`src/rtl/pc_seq_if.sv`:
```
// rtl/pc_seq_if.sv - decoder-side bus of the program sequencer
interface pc_seq_if #(
  parameter int AW    = 12,
  parameter int DEPTH = 4
);
  localparam int SPW = $clog2(DEPTH + 1);

  logic          enable;
  logic [2:0]    op;
  logic [AW-1:0] target;
  logic          irq;
  logic [AW-1:0] PCaddr;
  logic [SPW-1:0] sp;
  logic          stack_full;
  logic          stack_empty;
  logic          in_isr;
  logic          err;

  modport master (
    output enable, op, target, irq,
    input  PCaddr, sp, stack_full, stack_empty, in_isr, err
  );

  modport slave (
    input  enable, op, target, irq,
    output PCaddr, sp, stack_full, stack_empty, in_isr, err
  );
endinterface

```
`src/rtl/pc_seq.sv`:
```
// rtl/pc_seq.sv - program counter with skip/jump, return stack and single-level interrupt
module pc_seq #(
  parameter int AW         = 12,
  parameter int DEPTH      = 4,
  parameter int RESET_ADDR = 0,
  parameter int IRQ_VECTOR = 4
) (
  input  logic     clk,
  input  logic     rst_n,
  pc_seq_if.slave  bus
);
  localparam int SPW = $clog2(DEPTH + 1);
  localparam int IW  = (DEPTH > 1) ? $clog2(DEPTH) : 1;

  localparam logic [AW-1:0] RST_PC = AW'(RESET_ADDR);
  localparam logic [AW-1:0] IRQ_PC = AW'(IRQ_VECTOR);

  localparam logic [2:0] OP_INC    = 3'd0;
  localparam logic [2:0] OP_SKIP   = 3'd1;
  localparam logic [2:0] OP_JUMP   = 3'd2;
  localparam logic [2:0] OP_CALL   = 3'd3;
  localparam logic [2:0] OP_RET    = 3'd4;
  localparam logic [2:0] OP_RESUME = 3'd5;

  localparam logic [0:0] ST_RUN = 1'b0;
  localparam logic [0:0] ST_ISR = 1'b1;

  logic [AW-1:0]  r_pc;
  logic [SPW-1:0] r_sp;
  logic [0:0]     r_state;
  logic [AW-1:0]  r_saved_pc;
  logic           r_err;
  logic [AW-1:0]  r_stack [0:DEPTH-1];

  logic [AW-1:0]  w_pc_next;
  logic [SPW-1:0] w_sp_next;
  logic [0:0]     w_state_next;
  logic [AW-1:0]  w_saved_next;
  logic           w_err_next;
  logic           w_push;
  logic           w_full;
  logic           w_empty;
  logic           w_take_irq;
  logic [IW-1:0]  w_push_idx;
  logic [IW-1:0]  w_top_idx;
  logic [AW-1:0]  w_ret_addr;
  logic [AW-1:0]  w_top;

  assign w_full     = (r_sp == SPW'(DEPTH));
  assign w_empty    = (r_sp == '0);
  assign w_take_irq = bus.enable && bus.irq && (r_state == ST_RUN);
  assign w_push_idx = IW'(r_sp);
  assign w_top_idx  = IW'(r_sp - SPW'(1));
  assign w_ret_addr = r_pc + AW'(1);
  assign w_top      = r_stack[w_top_idx];

  // Interrupt entry pre-empts the op entirely; the interrupted op re-executes on resume.
  always_comb begin
    w_pc_next    = r_pc;
    w_sp_next    = r_sp;
    w_state_next = r_state;
    w_saved_next = r_saved_pc;
    w_err_next   = r_err;
    w_push       = 1'b0;
    if (w_take_irq) begin
      w_saved_next = r_pc;
      w_pc_next    = IRQ_PC;
      w_state_next = ST_ISR;
    end else if (bus.enable) begin
      case (bus.op)
        OP_INC:  w_pc_next = r_pc + AW'(1);
        OP_SKIP: w_pc_next = r_pc + AW'(2);
        OP_JUMP: w_pc_next = bus.target;
        OP_CALL: begin
          if (w_full) begin
            w_err_next = 1'b1;
          end else begin
            w_push    = 1'b1;
            w_pc_next = bus.target;
            w_sp_next = r_sp + SPW'(1);
          end
        end
        OP_RET: begin
          if (w_empty) begin
            w_err_next = 1'b1;
          end else begin
            w_pc_next = w_top;
            w_sp_next = r_sp - SPW'(1);
          end
        end
        OP_RESUME: begin
          if (r_state == ST_ISR) begin
            w_pc_next    = r_saved_pc;
            w_state_next = ST_RUN;
          end else begin
            w_err_next = 1'b1;
          end
        end
        default: w_pc_next = r_pc;
      endcase
    end
  end

  always_ff @(posedge clk or negedge rst_n) begin
    if (!rst_n) begin
      r_pc       <= RST_PC;
      r_sp       <= '0;
      r_state    <= ST_RUN;
      r_saved_pc <= '0;
      r_err      <= 1'b0;
    end else begin
      r_pc       <= w_pc_next;
      r_sp       <= w_sp_next;
      r_state    <= w_state_next;
      r_saved_pc <= w_saved_next;
      r_err      <= w_err_next;
    end
  end

  // Stack contents need no reset; only sp defines which entries are valid.
  always_ff @(posedge clk) begin
    if (w_push) begin
      r_stack[w_push_idx] <= w_ret_addr;
    end
  end

  assign bus.PCaddr      = r_pc;
  assign bus.sp          = r_sp;
  assign bus.stack_full  = w_full;
  assign bus.stack_empty = w_empty;
  assign bus.in_isr      = (r_state == ST_ISR);
  assign bus.err         = r_err;
endmodule
```
`src/flat_wrapper.sv`:
```
// flat-port wrapper written by rule: the top's interface ports become plain ports
module pc_seq_flat 
#(
  parameter int AW         = 12,
  parameter int DEPTH      = 4,
  parameter int RESET_ADDR = 0,
  parameter int IRQ_VECTOR = 4
)
  (clk, rst_n, bus_enable, bus_op, bus_target, bus_irq, bus_PCaddr, bus_sp, bus_stack_full, bus_stack_empty, bus_in_isr, bus_err);
  pc_seq_if #(.AW(AW), .DEPTH(DEPTH)) bus_i ();
  input  logic clk;
  input  logic rst_n;
  input wire logic [$bits(bus_i.enable)-1:0] bus_enable;
  input wire logic [$bits(bus_i.op)-1:0] bus_op;
  input wire logic [$bits(bus_i.target)-1:0] bus_target;
  input wire logic [$bits(bus_i.irq)-1:0] bus_irq;
  output wire logic [$bits(bus_i.PCaddr)-1:0] bus_PCaddr;
  output wire logic [$bits(bus_i.sp)-1:0] bus_sp;
  output wire logic [$bits(bus_i.stack_full)-1:0] bus_stack_full;
  output wire logic [$bits(bus_i.stack_empty)-1:0] bus_stack_empty;
  output wire logic [$bits(bus_i.in_isr)-1:0] bus_in_isr;
  output wire logic [$bits(bus_i.err)-1:0] bus_err;
  assign bus_i.enable = bus_enable;
  assign bus_i.op = bus_op;
  assign bus_i.target = bus_target;
  assign bus_i.irq = bus_irq;
  assign bus_PCaddr = bus_i.PCaddr;
  assign bus_sp = bus_i.sp;
  assign bus_stack_full = bus_i.stack_full;
  assign bus_stack_empty = bus_i.stack_empty;
  assign bus_in_isr = bus_i.in_isr;
  assign bus_err = bus_i.err;
  pc_seq #(.AW(AW), .DEPTH(DEPTH), .RESET_ADDR(RESET_ADDR), .IRQ_VECTOR(IRQ_VECTOR)) u_core (.clk(clk), .rst_n(rst_n), .bus(bus_i));
endmodule
```
`config.mk`:
```
export PLATFORM = sky130hd
export DESIGN_NAME = pc_seq_flat
export DESIGN_NICKNAME = d
export VERILOG_FILES = /design/src/rtl/pc_seq_if.sv /design/src/rtl/pc_seq.sv /design/src/flat_wrapper.sv
export SDC_FILE = /design/constraint.sdc
export NUM_CORES = 1
export LEC_CHECK = 0
export BUFFER_PORTS_ARGS = -buffer_cell sky130_fd_sc_hd__buf_2
export CORE_ASPECT_RATIO = 0.5
export CORE_MARGIN = 10
export CORE_UTILIZATION = 40
export DETAILED_ROUTE_END_ITERATION = 7
export PLACE_DENSITY = 0.56
export SYNTH_ARGS = -nofsm -noshare
export SYNTH_HDL_FRONTEND = slang
export SYNTH_SLANG_ARGS = --single-unit
```
`constraint.sdc`:
```
create_clock -name clk -period 3.1 [get_ports clk]
set_clock_uncertainty 0.15 [all_clocks]
set_input_delay 0 -clock clk [delete_from_list [all_inputs] [get_ports clk]]
set_output_delay 0 -clock clk [all_outputs]
set_load 0.01 [all_outputs]
```
**Yosys cells after proc, flatten, opt, wreduce, memory -nomap -nowiden**

Memories as Yosys holds them, arrays and structs flattened.
Cells that the tools add are included.

- Bits in registers: 29
- Latch bits: 0
- RAM bits: 48
- Bits in read-only memories: 0
- Bits of input ports: 19
- Output and inout port bits: 19
- Logic and storage cells: 61
- Memories kept: 1

Memory list:

| memory | words | width | rd ports | clocked after memory_dff | write ports | RTL line | source |
|---|---|---|---|---|---|---|---|
| u_core.r_stack | 4 | 12 | 1 | 0 | 1 | pc_seq.sv:33 | `logic [AW-1:0] r_stack [0:DEPTH-1];` |

- Add/sub/neg operators: 4
- Multipliers: 0
- Divide/modulo/power cells: 0
- Magnitude comparators: 0
- Eq/ne operators: 14
- Shift operators: 0
- Muxes and demuxes: 22
- Bitwise gates (word level): 2
- Reduce and logical (&&, ||, !) cells: 13

Operator list:

| operator | count |
|---|---|
| one-hot mux 12 bit (6 select lines) | 1 |
| two-way mux 12 bit | 5 |
| adder 12 x 1 -> 12 bit, second input constant | 1 |
| adder 12 x 2 -> 12 bit, second input constant | 1 |
| two-way mux 1 bit | 12 |
| != test 2 bit, second input constant | 5 |
| AND reduction 5 bit | 2 |
| equality test 3 bit, second input constant | 3 |
| nonzero test 7 bit | 1 |
| equality test 3 x 2 -> 1 bit, second input constant | 2 |
| logical NOT 3 bit | 2 |
| two-way mux 3 bit | 2 |
| != test 3 x 2 -> 1 bit, second input constant | 2 |
| one-hot mux 3 bit (2 select lines) | 1 |
| AND reduction 6 bit | 1 |
| nonzero test 2 bit | 3 |
| adder 3 x 1 -> 3 bit, second input constant | 1 |
| equality test 3 x 1 -> 1 bit, second input constant | 1 |
| != test 3 x 1 -> 1 bit, second input constant | 1 |
| one-hot mux 1 bit (3 select lines) | 1 |
| nonzero test 3 bit | 1 |
| subtractor 3 x 1 -> 3 bit, second input constant | 1 |
| logical AND 1 bit | 2 |
| inverter 1 bit | 2 |
| AND reduction 2 bit | 1 |

**Depth between registers and ports, before layout**

- Depth after elaboration: 7
- Mapped depth: 10
- Gate-level depth less buffers: 7

**Worst setup path after synthesis**

Ideal clock, no wire load.

- Path type: register to register
- Start: register u_core.r_sp[0] (netlist: u_core.bus.sp[0])
- End: register u_core.r_pc[7] (netlist: u_core.bus.PCaddr[7])
- Setup time: 0.122 ns
- Arrival: 2.163 ns
- Data required time: 2.828 ns
- Slack: 0.665 ns
- Cell stages (with the launch flop): 10
- Buffers on the path: 3
- Clock period less this slack: 2.435 ns
- Cells stage by stage: dfrtp_1 > buf_6 > inv_1 > ha_1 > buf_2 > buf_2 > mux4_1 > a21oi_1 > o21ai_0 > a32o_1

- Longest elaborated chain between the ends: 6
- Elaborated cells on any way between the ends: 11
- Those cells by class: add/sub: 1; eq/ne: 3; mux: 4; reduce/logical: 2; memory: 1

RTL lines:

| element | RTL line | source |
|---|---|---|
| start, declared | pc_seq.sv:29 | `logic [SPW-1:0] r_sp;` |
| start signal, assigned | pc_seq.sv:113 | `r_sp <= w_sp_next;` |
| subtractor 3 x 1 -> 3 bit | pc_seq.sv:53 | `assign w_top_idx = IW'(r_sp - SPW'(1));` |
| memory (4 x 12 bit) | -- |  |
| two-way mux 12 bit | pc_seq.sv:84 | `if (w_empty) begin` |
| one-hot mux 12 bit (6 select lines) | pc_seq.sv:70 | `case (bus.op)` |
| two-way mux 12 bit | pc_seq.sv:69 | `end else if (bus.enable) begin` |
| two-way mux 12 bit | pc_seq.sv:65 | `if (w_take_irq) begin` |
| end signal, assigned | pc_seq.sv:112 | `r_pc <= w_pc_next;` |
| end, declared | pc_seq.sv:28 | `logic [AW-1:0] r_pc;` |

Parallel ways exist; a longest one is shown, timed or not. The select of a mux whose other input is x is not followed.
A chain may end at the register's enable or synchronous reset.

**Final worst setup path**

- Start: register u_core.r_sp[1] (netlist: u_core.bus.sp[1])
- End: register u_core.r_pc[8] (netlist: u_core.bus.PCaddr[8])

Same word-level chain as after synthesis.

==> flow_metrics.tcl <==
set metrics [dict create \
    post_cts_resized 0 \
    syn_inst 326 \
    worst_ep_arrival_time_ns 2.66 \
    tns_ns 0 \
    p_per_area_mw_per_mm2 839 \
    power.internal_mw 2.46 \
    syn_nets 352 \
    hold_viol 0 \
    hold_class "input pin to flip-flop" \
    cellLeakagePower_nw 1.80 \
    dr.pass1.iters 4 \
    crit_chain "inv_1 -> ha_1 -> mux4_1 -> nand2b_1 -> o21ai_1 -> o211ai_1 -> a32o_1" \
    antenna_found_initial 0 \
    synth_ff_type "edfxtp_1" \
    yosysSeqAreaShare_pct 55.2 \
    cts_htree_levels 3 \
    drv_slew 0 \
    slowest_stage "ha_1" \
    holdBufCountCts 9 \
    place_hpwl_um 7200 \
    path_delay_family "adder cells" \
    synth.distinct_cells 50 \
    top_usage_layer "met2" \
    use_met3_pct 3.64 \
    grt_pass1_wl_um 16600 \
    crit_path_max_incr_delay_ns 0.66 \
    fillers 885 \
    tritoncts "yes" \
    final_cell_area_mm2 0.00458 \
    dp.cells 482 \
    clkTransAtPathRegs_ns 0.06 \
    critPathMaxFanout 13 \
    switching_share_pct 36.1 \
    wl_um 10300 \
    dieWidth_um 160 \
    grt_usage_pct 14.5 \
    postCtsSetupBuffers 0 \
    combPwrFrac_pct 34.2 \
    drtIter0Drc 317 \
    fp.dieH_um 90.0 \
    setup_violations 0 \
    met2_usage_pct 21.3 \
    met1_usage_pct 20.8 \
    power.share.clock_pct 25.6 \
    grt_pass1_vias 2813 \
    placed_area_mm2 0.00421 \
    switchingPower_mw 1.38 \
    clkSinkCount 77 \
    vdd_drop_max_mv 0.315 \
    min_period_ns 2.58 \
    synth_largest_area_cell "edfxtp_1" \
    port_buffers 37 \
    cts_buffers 9 \
    grt_overflow 0 \
    io_pins 38 \
    viasPerCell 5.57 \
    cts_root_buffer "clkbuf_16" \
    crit_buf_inv 1 \
    fmax_ghz 0.387 \
    pwr-share-seq_pct 40.2 \
    worst_pin_slew_ns 0.807 \
    initial_core_util_pct 41.3 \
    final_common_cell "edfxtp_1" \
    synth.top_cell.area_share_pct 36.7 \
    synth-edff-count 48 \
    syn2layout_area_growth_pct 16.7 \
    grt_max_degree 30 \
    ys_warn_count 0 \
    clock_tree.buffer_depth 2 \
    die_area_mm2 0.0144 \
    num_vias 2822 \
    nNetsFinal 393 \
    finalCritPeriodShare_pct 83.4 \
    finalPower_mw 3.84 \
    start_kind "flip-flop" \
    crit_required_ns 3.18 \
    layout-drive-gt1-share_pct 19.6 \
    drc 0 \
    holdWs_ns 0.0118 \
    synth-seq-cells 77 \
    core_area_mm2 0.00951 \
    synth.area.top_cells "edfxtp_1 37%, dfrtp_1 19%, mux4_1 4.7%" \
    ant_nets 0 \
    routabilityCongestion 0.881 \
    relSlewSlack_pct 46.0 \
    outcome "completed" \
    final_cells 507 \
    final_cell_mix "48 x edfxtp_1, 37 x buf_2, 30 x nand2_1" \
    async_reset_ff_share_pct 37.7 \
    rows 25 \
    critical_path_class "flip-flop to flip-flop" \
    detail_route.wl_per_cell_um 20.4 \
    syn_area_mm2 0.00392 \
    synth.avg_cell_area_um2 12.0 \
    cap_viol_max_count 0 \
    insertion_delay_ns 0.34 \
    rsz0062_at_grt "false" \
    crit_path_end_kind "flip-flop" \
    antennaDiodeCount 0 \
]
stage by stage:
stage | util [%] | setup slack [ns]
finish | 48.2 | 0.515
floorplan | - | 0.665
CTS | 48.2 | 0.515
global placement | 44.3 | 0.664
detailed placement | 44.3 | 0.590
global route | 48.2 | 0.392
worst paths after layout:
path,startpoint,slack [ns],depth (start not counted),end
worst min-delay path,bus_irq,0.01,4,u_core.bus.in_isr
worst max register to register,u_core.bus.sp[1],0.52,7,u_core.bus.PCaddr[8]
max in group asynchronous,rst_n,2.22,2,u_core.r_saved_pc[5]
worst max-delay path,u_core.bus.sp[1],0.52,7,u_core.bus.PCaddr[8]
min in group asynchronous,rst_n,0.10,2,u_core.bus.sp[1]
worst min register to register,u_core.bus.err,0.31,1,u_core.bus.err
state kept, by name (all words and copies together), names as in the netlist:
signal	flops
u_core.r_stack	48
u_core.bus.in_isr	1
u_core.bus.err	1
u_core.bus.PCaddr	12
u_core.r_saved_pc	12
u_core.bus.sp	3
layer usage:
| layer | wire length [um] | up-vias |
|---|---|---|
| met5 | 0 | - |
| met4 | 112 | 0 |
| met3 | 669 | 10 |
| met2 | 4500 | 94 |
| met1 | 5040 | 1424 |
| li1 | - | 1294 |
power groups by stage:
stage | registers [mW] | clock network [mW] | logic (mW)
2_1_floorplan | 1.50 | 0 | 0.905
3_3_place_gp | 1.55 | 0 | 1.27
3_5_place_dp | 1.56 | 0 | 1.30
4_1_cts | 1.54 | 0.995 | 1.32
5_1_grt | 1.57 | 1.05 | 1.44
6_report | 1.55 | 0.982 | 1.31
worst register-to-register path, stage by stage, from the launching register on:
cell and delay [ns]:
dfrtp_1 0.42, inv_1 0.10, ha_1 0.66, mux4_1 0.39
nand2b_1 0.18, o21ai_1 0.17, o211ai_1 0.12, a32o_1 0.27
final cells by class:
cell class / count / area [um2] / area share (%)
tap: 135 / 169 / 3.69
clock buffer: 10 / 229 / 5.00
sequential: 77 / 2170 / 47.3
multi-input combinational: 216 / 1610 / 35.1
clock inverter: 6 / 46.3 / 1.01
inverter: 11 / 41.3 / 0.902
timing repair buffer: 52 / 320 / 6.99
logic make-up (layout without fill, tap and decap cells):
kind of cell / Yosys count / in the layout / share of synthesized area (%)
buffers and inverters: 33 / 79 / 3.80
muxes: 25 / 25 / 9.86
AOI/OAI and AO/OA: 63 / 63 / 11.3
xor gates and xnor gates: 21 / 21 / 4.69
DFF: 77 / 77 / 55.2
adders and majority gates: 7 / 7 / 2.23
and+or+nand+nor: 100 / 100 / 12.9
synth_stat cells, drive strengths merged (2+ instances only):
master / n
xnor2: 11
a22o: 2
nand4: 5
edfxtp: 48
nand2b: 14
o211ai: 4
inv: 11
nand3: 14
xor2: 10
o21ai: 15
nand3b: 2
clkbuf: 8
nand2: 30
a22oi: 7
a21o: 2
o22ai: 5
mux2: 8
mux2i: 9
and2: 4
a21oi: 12
ha: 7
mux4: 8
nor2: 13
a32o: 10
dfrtp: 29
nor3: 10
buf: 14
Note: power is estimated with default switching activity, not from simulation.
